--- src/rtl/arbitro_vc_d.sv ---
// Virtual-channel arbiter: pops at most one head word per cycle from VC0/VC1 and
// forwards it, one cycle later, to the D FIFO selected by the word's destination bit.
module arbitro_vc_d #(
  parameter int DATA_SIZE = 6,
  parameter int DEST_BIT  = 4,
  parameter int BURST     = 4
) (
  input  logic                 clk,
  input  logic                 reset_L,
  input  logic                 enable,
  input  logic [DATA_SIZE-1:0] vc0_data,
  input  logic                 vc0_empty,
  output logic                 vc0_pop,
  input  logic [DATA_SIZE-1:0] vc1_data,
  input  logic                 vc1_empty,
  output logic                 vc1_pop,
  input  logic                 d0_pause,
  input  logic                 d1_pause,
  output logic [DATA_SIZE-1:0] d_data,
  output logic                 d0_push,
  output logic                 d1_push,
  output logic [7:0]           sent0,
  output logic [7:0]           sent1,
  output logic                 idle_arb
);

  localparam int CNT_W = $clog2(BURST + 1);
  localparam logic [CNT_W-1:0] BURST_MAX = CNT_W'(BURST);

  function automatic logic [CNT_W-1:0] sat_inc(input logic [CNT_W-1:0] v);
    return (v >= BURST_MAX) ? BURST_MAX : v + 1'b1;
  endfunction

  logic                 elig0_p0;
  logic                 elig1_p0;
  logic                 grant0_p0;
  logic                 grant1_p0;
  logic                 vld_p0;
  logic [DATA_SIZE-1:0] word_p0;
  logic [CNT_W-1:0]     burst_cnt;
  logic [CNT_W-1:0]     burst_cnt_nxt;

  // Stage p0: eligibility, grant and pop, all in the current cycle
  always_comb begin
    elig0_p0  = reset_L & enable & ~vc0_empty &
                ~(vc0_data[DEST_BIT] ? d1_pause : d0_pause);
    elig1_p0  = reset_L & enable & ~vc1_empty &
                ~(vc1_data[DEST_BIT] ? d1_pause : d0_pause);
    // VC1 wins once VC0 has used up its burst, or whenever VC0 cannot go
    grant1_p0 = elig1_p0 & ((burst_cnt == BURST_MAX) | ~elig0_p0);
    grant0_p0 = elig0_p0 & ~grant1_p0;
    vld_p0    = grant0_p0 | grant1_p0;
    word_p0   = grant1_p0 ? vc1_data : vc0_data;

    burst_cnt_nxt = burst_cnt;
    if (grant1_p0 || !elig1_p0) begin
      burst_cnt_nxt = '0;
    end else if (grant0_p0) begin
      burst_cnt_nxt = sat_inc(burst_cnt);
    end
  end

  assign vc0_pop = grant0_p0;
  assign vc1_pop = grant1_p0;

  // Stage p1: forward register, delivery counters and idle flag
  always_ff @(posedge clk or negedge reset_L) begin
    if (!reset_L) begin
      burst_cnt <= '0;
      d_data    <= '0;
      d0_push   <= 1'b0;
      d1_push   <= 1'b0;
      sent0     <= 8'd0;
      sent1     <= 8'd0;
      idle_arb  <= 1'b1;
    end else begin
      burst_cnt <= burst_cnt_nxt;
      d0_push   <= vld_p0 & ~word_p0[DEST_BIT];
      d1_push   <= vld_p0 & word_p0[DEST_BIT];
      if (vld_p0) begin
        d_data <= word_p0;
      end
      if (d0_push) begin
        sent0 <= sent0 + 8'd1;
      end
      if (d1_push) begin
        sent1 <= sent1 + 8'd1;
      end
      idle_arb  <= vc0_empty & vc1_empty & ~vld_p0;
    end
  end

endmodule
--- config.mk ---
export PLATFORM = sky130hd
export DESIGN_NAME = arbitro_vc_d
export DESIGN_NICKNAME = d
export VERILOG_FILES = /design/src/rtl/arbitro_vc_d.sv
export SDC_FILE = /design/constraint.sdc
export NUM_CORES = 1
export LEC_CHECK = 0
export ABC_AREA = 1
export BUFFER_PORTS_ARGS = -buffer_cell sky130_fd_sc_hd__buf_2
export CELL_PAD_IN_SITES_DETAIL_PLACEMENT = 0
export CELL_PAD_IN_SITES_GLOBAL_PLACEMENT = 1
export CORE_MARGIN = 8
export CORE_UTILIZATION = 37
export DETAILED_ROUTE_END_ITERATION = 10
export PLACE_DENSITY = 0.88
export SKIP_LAST_GASP = 1
export SLEW_MARGIN = 20
export SYNTH_ARGS = -nofsm -noshare
export SYNTH_HDL_FRONTEND = slang
export SYNTH_SLANG_ARGS = --single-unit
--- constraint.sdc ---
create_clock -name clk -period 1.5 [get_ports clk]
set_input_delay 0.3 -clock clk [delete_from_list [all_inputs] [get_ports clk]]
set_output_delay 0.3 -clock clk [all_outputs]
set_load 0.05 [all_outputs]
==> results of run 1 <==
==> layer usage <==
layer,part of all wire (%),vias to the layer above
li1,-,585
met1,45,526
met2,48,31
met3,7.3,0
met4,0,0
met5,0,-
==> synth_stat cells <==
library cell               n
sky130_fd_sc_hd__nand2_1  28
sky130_fd_sc_hd__dfrtp_1  27
sky130_fd_sc_hd__inv_1    20
sky130_fd_sc_hd__nand2_2  12
sky130_fd_sc_hd__xor2_1   10
sky130_fd_sc_hd__nand3_1   9
sky130_fd_sc_hd__nand3_2   9
sky130_fd_sc_hd__nor2_1    5
sky130_fd_sc_hd__ha_1      4
sky130_fd_sc_hd__inv_2     4
sky130_fd_sc_hd__nor2_2    4
sky130_fd_sc_hd__inv_4     3
sky130_fd_sc_hd__nand2_4   2
sky130_fd_sc_hd__nor2_4    2
sky130_fd_sc_hd__nor3_4    2
sky130_fd_sc_hd__o21ai_0   2
sky130_fd_sc_hd__o21ai_1   2
sky130_fd_sc_hd__xnor2_1   2
sky130_fd_sc_hd__a21oi_2   1
sky130_fd_sc_hd__dfstp_2   1
sky130_fd_sc_hd__nand3_4   1
sky130_fd_sc_hd__o21a_1    1
==> cells by family after synthesis <==
kind of cell,after synthesis
simple gates,74
fa+ha+maj,4
flops,28
xor+xnor,12
buf+inv,27
compound gates,6
==> placed cells by master, fill, tap and decap left out, drive strengths merged <==
cell    count
nor2       11
o21a        1
clkbuf      3
xor2       10
nand2      42
o21ai       4
dfrtp      27
xnor2       2
bufinv      1
nor3        2
dfstp       1
a21oi       1
nand3      19
ha          4
buf        58
inv        27
==> path summary, 6_finish.rpt <==
path / start / end / cells after the start
worst max-delay path: burst_cnt[1] / vc0_pop / 8
worst min-delay path: reset_L / burst_cnt[1] / 2
worst max register to register: burst_cnt[1] / d_data[4] / 9
worst min register to register: d_data[4] / d_data[4] / 2
max in group asynchronous: reset_L / d_data[1] / 2
min in group clk: vc1_empty / idle_arb / 3
==> through the flow <==
step	utilization [%]	cells	power [W]	hold WS [ns]
after global routing	50.02	263	0.002745	0.1105
after detailed placement	47.28	256	0.002020	0.4132
after CTS	50.02	263	0.002631	0.1047
after floorplan	-	151	0.001750	0.004409
final	50.02	263	0.002582	0.1052
after global placement	47.28	256	0.002000	0.4117
==> sequential cells by signal, summed over array words and instances (netlist names) <==
signal and cells:
sent0 8, sent1 8, d_data 6, burst_cnt 3
d0_push 1, d1_push 1, idle_arb 1
==> power groups by stage <==
stage	clock [W]	sequential [W]	combinational, W
floorplan	0	0.00149	0.000256
global placement	0	0.00103	0.000968
detailed placement	0	0.00104	0.000980
CTS	0.000618	0.00102	0.000988
global route	0.000655	0.00105	0.00104
finish	0.000593	0.00102	0.000970
==> timing repair <==
| action | 4_1_cts | 5_1_grt |
|---|---|---|
| setup buffers | 3 | 0 |
| endpoints found under the hold margin | 0 | 0 |
| pin swaps | 3 | 0 |
| endpoints found under the setup margin | 2 | 2 |
| resized for setup | 4 | 0 |
==> worst max-delay path: stages, from the launching register on <==
cell and delay, ns:
sky130_fd_sc_hd__dfrtp_1 0.36, sky130_fd_sc_hd__inv_1 0.05, sky130_fd_sc_hd__ha_2 0.16, sky130_fd_sc_hd__nand2_2 0.08, sky130_fd_sc_hd__nand3_4 0.08, sky130_fd_sc_hd__nand2_4 0.09, sky130_fd_sc_hd__inv_8 0.04, sky130_fd_sc_hd__nor2_4 0.08
sky130_fd_sc_hd__buf_8 0.15
==> cell type report <==
class | count | share of cell area [%]
repair buffers | 58 | 17.26
flip-flops and latches | 28 | 36.12
multi-input cells | 96 | 33.87
well taps | 50 | 3.220
inverters | 27 | 5.860
clock inverters | 1 | 1.545
clock buffers | 3 | 2.125
==> impl_metrics.sql, run 1 <==
INSERT INTO impl_metrics (metric_group, metric, value, unit) VALUES
('pwr', 'ir_worst_vdd', '0.0005130', 'V'),
('pwr', 'total_leakage_power', '1.062', 'nW'),
('finish', 'final-seq-area', '701.9', 'µm²'),
('yosys', 'post_synth_num_cell_types', '22', ''),
('pwr', 'power_frac_comb', '37.6', '%'),
('route', 'drtIter0Drc', '24', ''),
('timing', 'setup_violation_total_in_the_final_timing_report', '2', ''),
('yosys', 'yosys_top_cell_by_area', 'sky130_fd_sc_hd__dfrtp_1', ''),
('yosys', 'compound_gate_portion_of_the_synthesized_area', '2.491', '%'),
('finish', 'stdcell_area', '1943', 'µm²'),
('clock_network', 'clk_latency', '0.27', 'ns'),
('grt', 'grt.met2_usage', '16.74', '%'),
('route', 'remaining_drc_errors', '0', ''),
('timing', 'slew_viol_final', '0', ''),
('run', 'max-cap-violations', '0', ''),
('route', 'postRouteWirelength', '2887', 'µm'),
('floorplan', 'io_pins', '46', ''),
('outcome', 'status', 'complete, but fails checks', ''),
('finish', 'syn_to_final_growth', '33.42', '%'),
('grt', 'number_of_antenna_violations_at_the_first_check_in_global_routing', '0', ''),
('yosys', 'top_cell_type_s_share_of_synthesized_area', '46.39', '%'),
('timing', 'final.period_utilization', '111.5', '%'),
('pwr', 'seqPwrFrac', '39.4', '%'),
('route', 'first_pass_iters', '4', ''),
('finish', 'finish.net_count', '237', ''),
('floorplan', 'num_rows', '23', ''),
('floorplan', 'chipWidth', '78.74', 'µm'),
('pwr', 'power.internal', '0.001486', 'W'),
('timing', 'final.setup.tns', '-0.3304', 'ns'),
('pwr', 'power_frac_clock', '23.0', '%'),
('pwr', 'p_switching', '0.001096', 'W'),
('placed_design', 'dpl_hpwl', '2379', 'µm'),
('outcome', 'failed_checks', 'negative setup slack', ''),
('yosys', 'yosys_register_bits', '28', ''),
('grt', 'met3_usage', '3.837', '%'),
('critical_path', 'worst_setup_path_end_kind', 'output pin', ''),
('clock_network', 'cts-buffers-inserted', '3', ''),
('timing', 'slew_headroom', '77.37', '%'),
('finish', 'layout-drive-gt1-share', '49.77', '%'),
('critical_path', 'reg2reg_setup_slack', '0.15', 'ns'),
('critical_path', 'crit_path_start_kind', 'flip-flop', ''),
('yosys', 'synth.cell_area', '1456', 'µm²'),
('yosys', 'synth_top_family_by_area', 'simple AND/OR/NAND/NOR gates', ''),
('pwr', 'power_per_cell_area', '1329', 'nW/µm²'),
('finish', 'fill_cells', '392', ''),
('placed_design', 'instance_area_after_placement', '1837', 'µm²'),
('yosys', 'post_synth.cell_area_avg', '9.645', 'µm²'),
('yosys', 'synth_top_cells_by_area', 'sky130_fd_sc_hd__dfrtp_1 46%, sky130_fd_sc_hd__nand2_1 7.2%, sky130_fd_sc_hd__nand3_2 6.2%', ''),
('yosys', 'synth_fp_nets', '174', ''),
('route', 'drtAntennaViolNets', '0', ''),
('route', 'avgViaCountPerCell', '4.342', ''),
('grt', 'grt_pass1_vias', '1226', ''),
('yosys', 'post_synth_mux_area_share', '0', '%'),
('floorplan', 'area_of_the_core', '3885', 'µm²'),
('clock_network', 'cts_buffer_depth', '2', ''),
('timing', 'fmax', '598.1', 'MHz'),
('floorplan', 'start_util', '37.49', '%'),
('yosys', 'synthAdderAreaFrac', '3.436', '%'),
('worst_hold_path', 'hp-class', 'input pin to asynchronous set/reset pin', ''),
('yosys', 'post_synth_xor_area_fraction', '7.216', '%'),
('finish', 'multi_input_comb_area', '658.1', 'µm²'),
('floorplan', 'die_area', '6200', 'µm²'),
('clock_network', 'h-tree-depth', '1', ''),
('clock_network', 'tritoncts', 'yes', ''),
('clock_network', 'cts.reportedPaths.clkPinSlew', '0.10', 'ns'),
('critical_path', 'cp.arrival', '1.37', 'ns'),
('timing', 'final.setup.worst_slack', '-0.1720', 'ns'),
('clock_network', 'clockRootBuffer', 'sky130_fd_sc_hd__clkbuf_8', ''),
('grt', 'globalRouteMet1Util', '12.33', '%'),
('yosys', 'synth_warnings', '0', ''),
('grt', 'first_pass_grt_wire_length', '5250', 'µm');
No activity file was read; power rests on OpenSTA's default activity.
==> run 2, diff against run 1 <==
--- a/config.mk
+++ b/config.mk
@@ -12,7 +12,7 @@
 export CORE_MARGIN = 8
 export CORE_UTILIZATION = 37
 export DETAILED_ROUTE_END_ITERATION = 10
-export PLACE_DENSITY = 0.88
+export PLACE_DENSITY = 0.84
 export SKIP_LAST_GASP = 1
 export SLEW_MARGIN = 20
 export SYNTH_ARGS = -nofsm -noshare
==> impl_metrics.sql, run 2 (synthesis gave the netlist of run 1 again) <==
INSERT INTO impl_metrics (metric_group, metric, value, unit) VALUES
('timing', 'final.period_utilization', '111.6', '%'),
('floorplan', 'io_pins', '46', ''),
('outcome', 'status', 'complete, but fails checks', ''),
('finish', 'syn_to_final_growth', '32.65', '%'),
('finish', 'finish.net_count', '236', ''),
('critical_path', 'timing.critical_path.fanout_max', '3', ''),
('route', 'first_pass_iters', '2', ''),
('route', 'detail_route.wl_per_cell', '11.13', 'µm'),
('placed_design', 'instance_area_after_placement', '1837', 'µm²'),
('critical_path', 'number_of_cell_instances_on_the_worst_register_to_register_path', '10', ''),
('critical_path', 'timing.rr.end', 'd_data[4]', ''),
('route', 'drtIter0Drc', '16', ''),
('worst_hold_path', 'hp-class', 'input pin to asynchronous set/reset pin', ''),
('route', 'via_count', '1117', ''),
('pwr', 'power_per_cell_area', '1335', 'nW/µm²'),
('critical_path', 'crit_path_start_kind', 'flip-flop', ''),
('timing', 'max_slew.worst_pin.slew', '0.3378', 'ns'),
('placed_design', 'routabilityCongestion', '0.7482', ''),
('pwr', 'ir_worst_vdd', '0.0006253', 'V'),
('placed_design', 'post-place-ws', '-0.01092', 'ns'),
('critical_path', 'worstPathBufferInverterCount', '3', ''),
('critical_path', 'setup.worst_path.class', 'flip-flop to output pin', ''),
('placed_design', 'dpl_hpwl', '2427', 'µm'),
('timing', 'finalWorstPathRequiredPeriod', '1.674', 'ns'),
('floorplan', 'die_area', '6200', 'µm²'),
('timing', 'slew_headroom', '77.48', '%'),
('timing', 'unrepaired_setup_endpoints_after_global_routing', 'true', ''),
('clock_network', 'clk_latency', '0.27', 'ns'),
('floorplan', 'floorplan.die.height', '78.74', 'µm'),
('critical_path', 'reg2reg_setup_slack', '0.13', 'ns'),
('finish', 'final_common_cell', 'sky130_fd_sc_hd__buf_2', ''),
('floorplan', 'chipWidth', '78.74', 'µm'),
('timing', 'final.setup.tns', '-0.3137', 'ns'),
('finish', 'stdcell_area', '1932', 'µm²'),
('route', 'postRouteWirelength', '2917', 'µm'),
('finish', 'layout.cells.most_common_list', '43 x sky130_fd_sc_hd__buf_2, 27 x sky130_fd_sc_hd__nand2_1, 27 x sky130_fd_sc_hd__dfrtp_1', ''),
('clock_network', 'cts_hold_buffers', '0', ''),
('placed_design', 'quantity_of_i_o_buffers_inserted_on_ports', '45', ''),
('critical_path', 'worstPathCellList', 'inv_1, ha_2, nand2_2, nand3_4, nand2_4, inv_8, nor2_4, buf_6', ''),
('floorplan', 'start_util', '37.49', '%'),
('run', 'max-cap-violations', '0', ''),
('route', 'avgViaCountPerCell', '4.263', ''),
('timing', 'setup_violation_total_in_the_final_timing_report', '2', ''),
('critical_path', 'cpMaxStageDelayCell', 'sky130_fd_sc_hd__dfrtp_1', ''),
('finish', 'layout-drive-gt1-share', '49.53', '%'),
('pwr', 'report.power.total', '0.002578', 'W'),
('pwr', 'total_leakage_power', '1.055', 'nW'),
('grt', 'track_usage', '9.848', '%'),
('grt', 'first_pass_grt_wire_length', '5092', 'µm'),
('clock_network', 'cts.reportedPaths.clkPinSlew', '0.10', 'ns'),
('route', 'drtAntennaViolNets', '0', ''),
('critical_path', 'worst_setup_path_end_kind', 'output pin', ''),
('floorplan', 'num_rows', '23', ''),
('finish', 'insertedDiodeCount', '0', ''),
('clock_network', 'clockRootBuffer', 'sky130_fd_sc_hd__clkbuf_8', ''),
('clock_network', 'cts_buffer_depth', '2', ''),
('clock_network', 'h-tree-depth', '1', ''),
('grt', 'grt_pass1_vias', '1161', ''),
('critical_path', 'timing.critical_path.slowest_cell_delay', '0.36', 'ns'),
('grt', 'globalRouteOverflowTotal', '0', ''),
('timing', 'finalHoldViolations', '0', ''),
('critical_path', 'cp.arrival', '1.37', 'ns'),
('critical_path', 'r2r-start', 'burst_cnt[0]', ''),
('critical_path', 'worst-endpoint-required', '1.20', 'ns'),
('clock_network', 'numClockSinks', '28', ''),
('finish', 'layout_top_registers', 'sent0: 8 flops, sent1: 8 flops, d_data: 6 flops', ''),
('grt', 'number_of_antenna_violations_at_the_first_check_in_global_routing', '0', ''),
('floorplan', 'area_of_the_core', '3885', 'µm²'),
('route', 'remaining_drc_errors', '0', ''),
('finish', 'fill_cells', '384', ''),
('outcome', 'failed_checks', 'negative setup slack', ''),
('clock_network', 'tritoncts', 'yes', ''),
('grt', 'grt_max_degree', '28', ''),
('critical_path', 'critical-path-top-delay-family', 'flip-flops', ''),
('clock_network', 'cts-buffers-inserted', '3', ''),
('timing', 'slew_viol_final', '0', ''),
('timing', 'fmax', '597.3', 'MHz'),
('timing', 'finClkSkew', '0.002926', 'ns'),
('timing', 'final.setup.worst_slack', '-0.1741', 'ns');
## run 2: per-layer routing
layer	share of wire [%]	up-vias	routed length [µm]	track usage (%)
li1	-	583	-	-
met2	43	37	1257	15.00
met1	46	495	1341	12.47
met4	0.45	0	13	2.222
met3	10	2	304	4.515
met5	0	-	0	0
## run 2: repair_timing
item,in CTS,in global routing
pin swaps,3,0
endpoints found under the hold margin,0,0
setup endpoints to repair,2,2
gates resized for setup,3,0
buffers inserted,2,0
## run 2: worst max-delay path by stage
stage                      start      end  cells past startpoint
finish              burst_cnt[0]  vc0_pop                      8
global route        burst_cnt[0]  vc0_pop                      8
CTS                 burst_cnt[0]  vc0_pop                      8
detailed placement       reset_L  vc0_pop                      8
global placement         reset_L  vc0_pop                      8
floorplan           burst_cnt[0]  vc0_pop                      7
## run 2: worst register-to-register path: cells and delay by family, from the launching register on
kind	cells	cell delay, ns
and+or+nand+nor	6	0.41
adders and majority gates	1	0.16
DFF	1	0.39
buffers and inverters	3	0.34
## run 2: cell type report
type,instances,area (µm²),share of cell area (%)
timing repair buffer,57,324.1,16.77
sequential,28,701.9,36.33
clock inverter,1,30.03,1.554
clock buffer,3,41.29,2.137
inverter,27,113.9,5.894
multi-input combinational,96,658.1,34.07
tap,50,62.56,3.238
## run 2: where the power goes
part           switching (W)  internal [W]  total [W]
Clock               0.000235      0.000357   0.000592
Sequential          0.000131      0.000887    0.00102
Combinational       0.000729      0.000239   0.000968
Total                0.00109       0.00148    0.00258
## run 2: stage by stage
stage | utilization (%) | std cells | hold slack, ns
final | 49.73 | 262 | 0.1014
after detailed placement | 47.28 | 256 | 0.4031
after global placement | 47.28 | 256 | 0.4027
after global routing | 49.73 | 262 | 0.1055
after floorplan | - | 151 | 0.004409
after CTS | 49.73 | 262 | 0.1021
==> run 3, diff against run 2 <==
--- a/config.mk
+++ b/config.mk
@@ -9,6 +9,7 @@
 export BUFFER_PORTS_ARGS = -buffer_cell sky130_fd_sc_hd__buf_2
 export CELL_PAD_IN_SITES_DETAIL_PLACEMENT = 0
 export CELL_PAD_IN_SITES_GLOBAL_PLACEMENT = 1
+export CORE_ASPECT_RATIO = 0.5
 export CORE_MARGIN = 8
 export CORE_UTILIZATION = 37
 export DETAILED_ROUTE_END_ITERATION = 10
==> impl_metrics.sql, run 3 (synthesis gave the netlist of run 1 again) <==
INSERT INTO impl_metrics (metric_group, metric, value, unit) VALUES
('timing', 'finalHoldViolations', '0', ''),
('finish', 'layout_top_registers', 'sent0: 8 flops, sent1: 8 flops, d_data: 6 flops', ''),
('route', 'detail_route.wl_per_cell', '11.27', 'µm'),
('run', 'max-cap-violations', '0', ''),
('clock_network', 'clk_latency', '0.27', 'ns'),
('critical_path', 'timing.critical_path.from', 'burst_cnt[0]', ''),
('finish', 'fill_cells', '352', ''),
('route', 'met3_wirelength', '98', 'µm'),
('finish', 'final_core_util', '50.13', '%'),
('clock_network', 'cts_buffer_depth', '2', ''),
('worst_hold_path', 'hp-class', 'input pin to asynchronous set/reset pin', ''),
('floorplan', 'chipWidth', '104.7', 'µm'),
('route', 'remaining_drc_errors', '0', ''),
('placed_design', 'quantity_of_i_o_buffers_inserted_on_ports', '45', ''),
('finish', 'final_cells', '266', ''),
('timing', 'final.setup.worst_slack', '-0.1458', 'ns'),
('timing', 'unrepaired_setup_endpoints_after_global_routing', 'true', ''),
('grt', 'grt_pass1_vias', '1177', ''),
('timing', 'slew_viol_final', '0', ''),
('timing', 'final.period_utilization', '109.7', '%'),
('timing', 'fmax', '607.6', 'MHz'),
('outcome', 'failed_checks', 'negative setup slack', ''),
('route', 'via_count', '1138', ''),
('floorplan', 'start_util', '37.89', '%'),
('placed_design', 'instance_area_after_placement', '1827', 'µm²'),
('pwr', 'total_leakage_power', '1.051', 'nW'),
('clock_network', 'cts-buffers-inserted', '3', ''),
('route', 'drtIter0Drc', '10', ''),
('grt', 'globalRouteOverflowTotal', '0', ''),
('floorplan', 'die_area', '6322', 'µm²'),
('timing', 'slew_headroom', '79.02', '%'),
('finish', 'layout-drive-gt1-share', '49.06', '%'),
('route', 'met2RoutedLength', '1487', 'µm'),
('route', 'avgViaCountPerCell', '4.278', ''),
('route', 'route.layer.met1.wl', '1386', 'µm'),
('clock_network', 'numClockSinks', '28', ''),
('finish', 'layout.cells.most_common_list', '43 x sky130_fd_sc_hd__buf_2, 27 x sky130_fd_sc_hd__nand2_1, 27 x sky130_fd_sc_hd__dfrtp_1', ''),
('grt', 'grt_max_degree', '26', ''),
('timing', 'finalWorstPathRequiredPeriod', '1.646', 'ns'),
('critical_path', 'timing.critical_path.fanout_max', '3', ''),
('route', 'highest_layer', 'met4', ''),
('grt', 'first_pass_grt_wire_length', '5402', 'µm'),
('timing', 'max_slew.worst_pin.slew', '0.3147', 'ns'),
('clock_network', 'clockRootBuffer', 'sky130_fd_sc_hd__clkbuf_8', ''),
('grt', 'track_usage', '10.35', '%'),
('floorplan', 'io_pins', '46', ''),
('route', 'postRouteWirelength', '2999', 'µm'),
('pwr', 'ir_worst_vdd', '0.0003922', 'V'),
('timing', 'setup_violation_total_in_the_final_timing_report', '2', ''),
('clock_network', 'cts.reportedPaths.clkPinSlew', '0.09', 'ns'),
('floorplan', 'area_of_the_core', '3844', 'µm²'),
('timing', 'finClkSkew', '0.002073', 'ns'),
('placed_design', 'dp_cells', '258', ''),
('critical_path', 'cp.arrival', '1.35', 'ns'),
('clock_network', 'tritoncts', 'yes', ''),
('critical_path', 'crit_path_start_kind', 'flip-flop', ''),
('critical_path', 'setup.worst_path.class', 'flip-flop to output pin', ''),
('finish', 'finish.net_count', '236', ''),
('finish', 'final_common_cell', 'sky130_fd_sc_hd__buf_2', ''),
('placed_design', 'dpl_hpwl', '2468', 'µm'),
('critical_path', 'worst_setup_path_end_kind', 'output pin', ''),
('finish', 'stdcell_area', '1927', 'µm²'),
('floorplan', 'floorplan.die.height', '60.37', 'µm'),
('clock_network', 'h-tree-depth', '1', ''),
('critical_path', 'r2r-start', 'burst_cnt[0]', ''),
('floorplan', 'num_rows', '16', ''),
('route', 'first_pass_iters', '4', ''),
('outcome', 'status', 'complete, but fails checks', ''),
('finish', 'insertedDiodeCount', '0', ''),
('pwr', 'power_per_cell_area', '1269', 'nW/µm²'),
('placed_design', 'routabilityCongestion', '0.7205', ''),
('route', 'drtAntennaViolNets', '0', ''),
('critical_path', 'worst-endpoint-required', '1.20', 'ns'),
('finish', 'syn_to_final_growth', '32.30', '%'),
('grt', 'number_of_antenna_violations_at_the_first_check_in_global_routing', '0', '');
[run 3: power by group]
part	internal, W	switching, W
sequential	0.000887	0.000132
clock	0.000234	0.000216
combinational	0.000239	0.000737
total	0.00136	0.00109
[run 3: final timing paths]
kind / end / slack (ns) / cells after the start
min in group clk: idle_arb / 0.24 / 3
max in group asynchronous: d_data[2] / 0.92 / 3
hold reg to reg: sent0[4] / 0.50 / 1
hold / removal: burst_cnt[2] / 0.06 / 2
setup reg to reg: d_data[2] / 0.15 / 10
setup / recovery: vc0_pop / -0.15 / 8
[run 3: stage by stage]
stage | total power [W] | worst slack [ns] | setup TNS [ns] | hold slack (ns)
3_5_place_dp | 0.002021 | -0.006118 | -0.006118 | 0.2364
2_1_floorplan | 0.001750 | -0.001369 | -0.001369 | 0.004409
3_3_place_gp | 0.001994 | 0.02565 | 0 | 0.2354
4_1_cts | 0.002491 | -0.1737 | -0.3265 | 0.06120
5_1_grt | 0.002599 | -0.2377 | -0.4577 | 0.07711
6_report | 0.002446 | -0.1458 | -0.2777 | 0.05764
[run 3: cell type report]
cell class | count | area, µm² | share of cell area [%]
sequential | 28 | 701.9 | 36.43
multi-input combinational | 96 | 658.1 | 34.16
timing repair buffer | 57 | 330.3 | 17.14
inverter | 27 | 113.9 | 5.909
tap | 54 | 67.56 | 3.506
clock buffer | 4 | 55.05 | 2.857
[run 3: critical path, stage by stage, from the launching register on]
cell                      delay (ns)
sky130_fd_sc_hd__dfrtp_1        0.35
sky130_fd_sc_hd__inv_1          0.05
sky130_fd_sc_hd__ha_2           0.17
sky130_fd_sc_hd__nand2_2        0.08
sky130_fd_sc_hd__nand3_4        0.07
sky130_fd_sc_hd__nand2_4        0.09
sky130_fd_sc_hd__inv_8          0.04
sky130_fd_sc_hd__nor2_4         0.08
sky130_fd_sc_hd__buf_8          0.15
[run 3: what timing repair did]
| action | in CTS | in global routing |
|---|---|---|
| setup buffers | 2 | 1 |
| gates resized for setup | 4 | 0 |
| pin swaps | 3 | 0 |
| hold endpoints to repair | 3 | 0 |
| setup endpoints to repair | 2 | 2 |
| hold buffers | 1 | 0 |
[run 3: per-layer routing]
layer,track usage [%],vias to the layer above
met5,0,-
met4,2.410,0
met3,2.966,2
met2,18.25,21
met1,12.49,531
li1,-,584
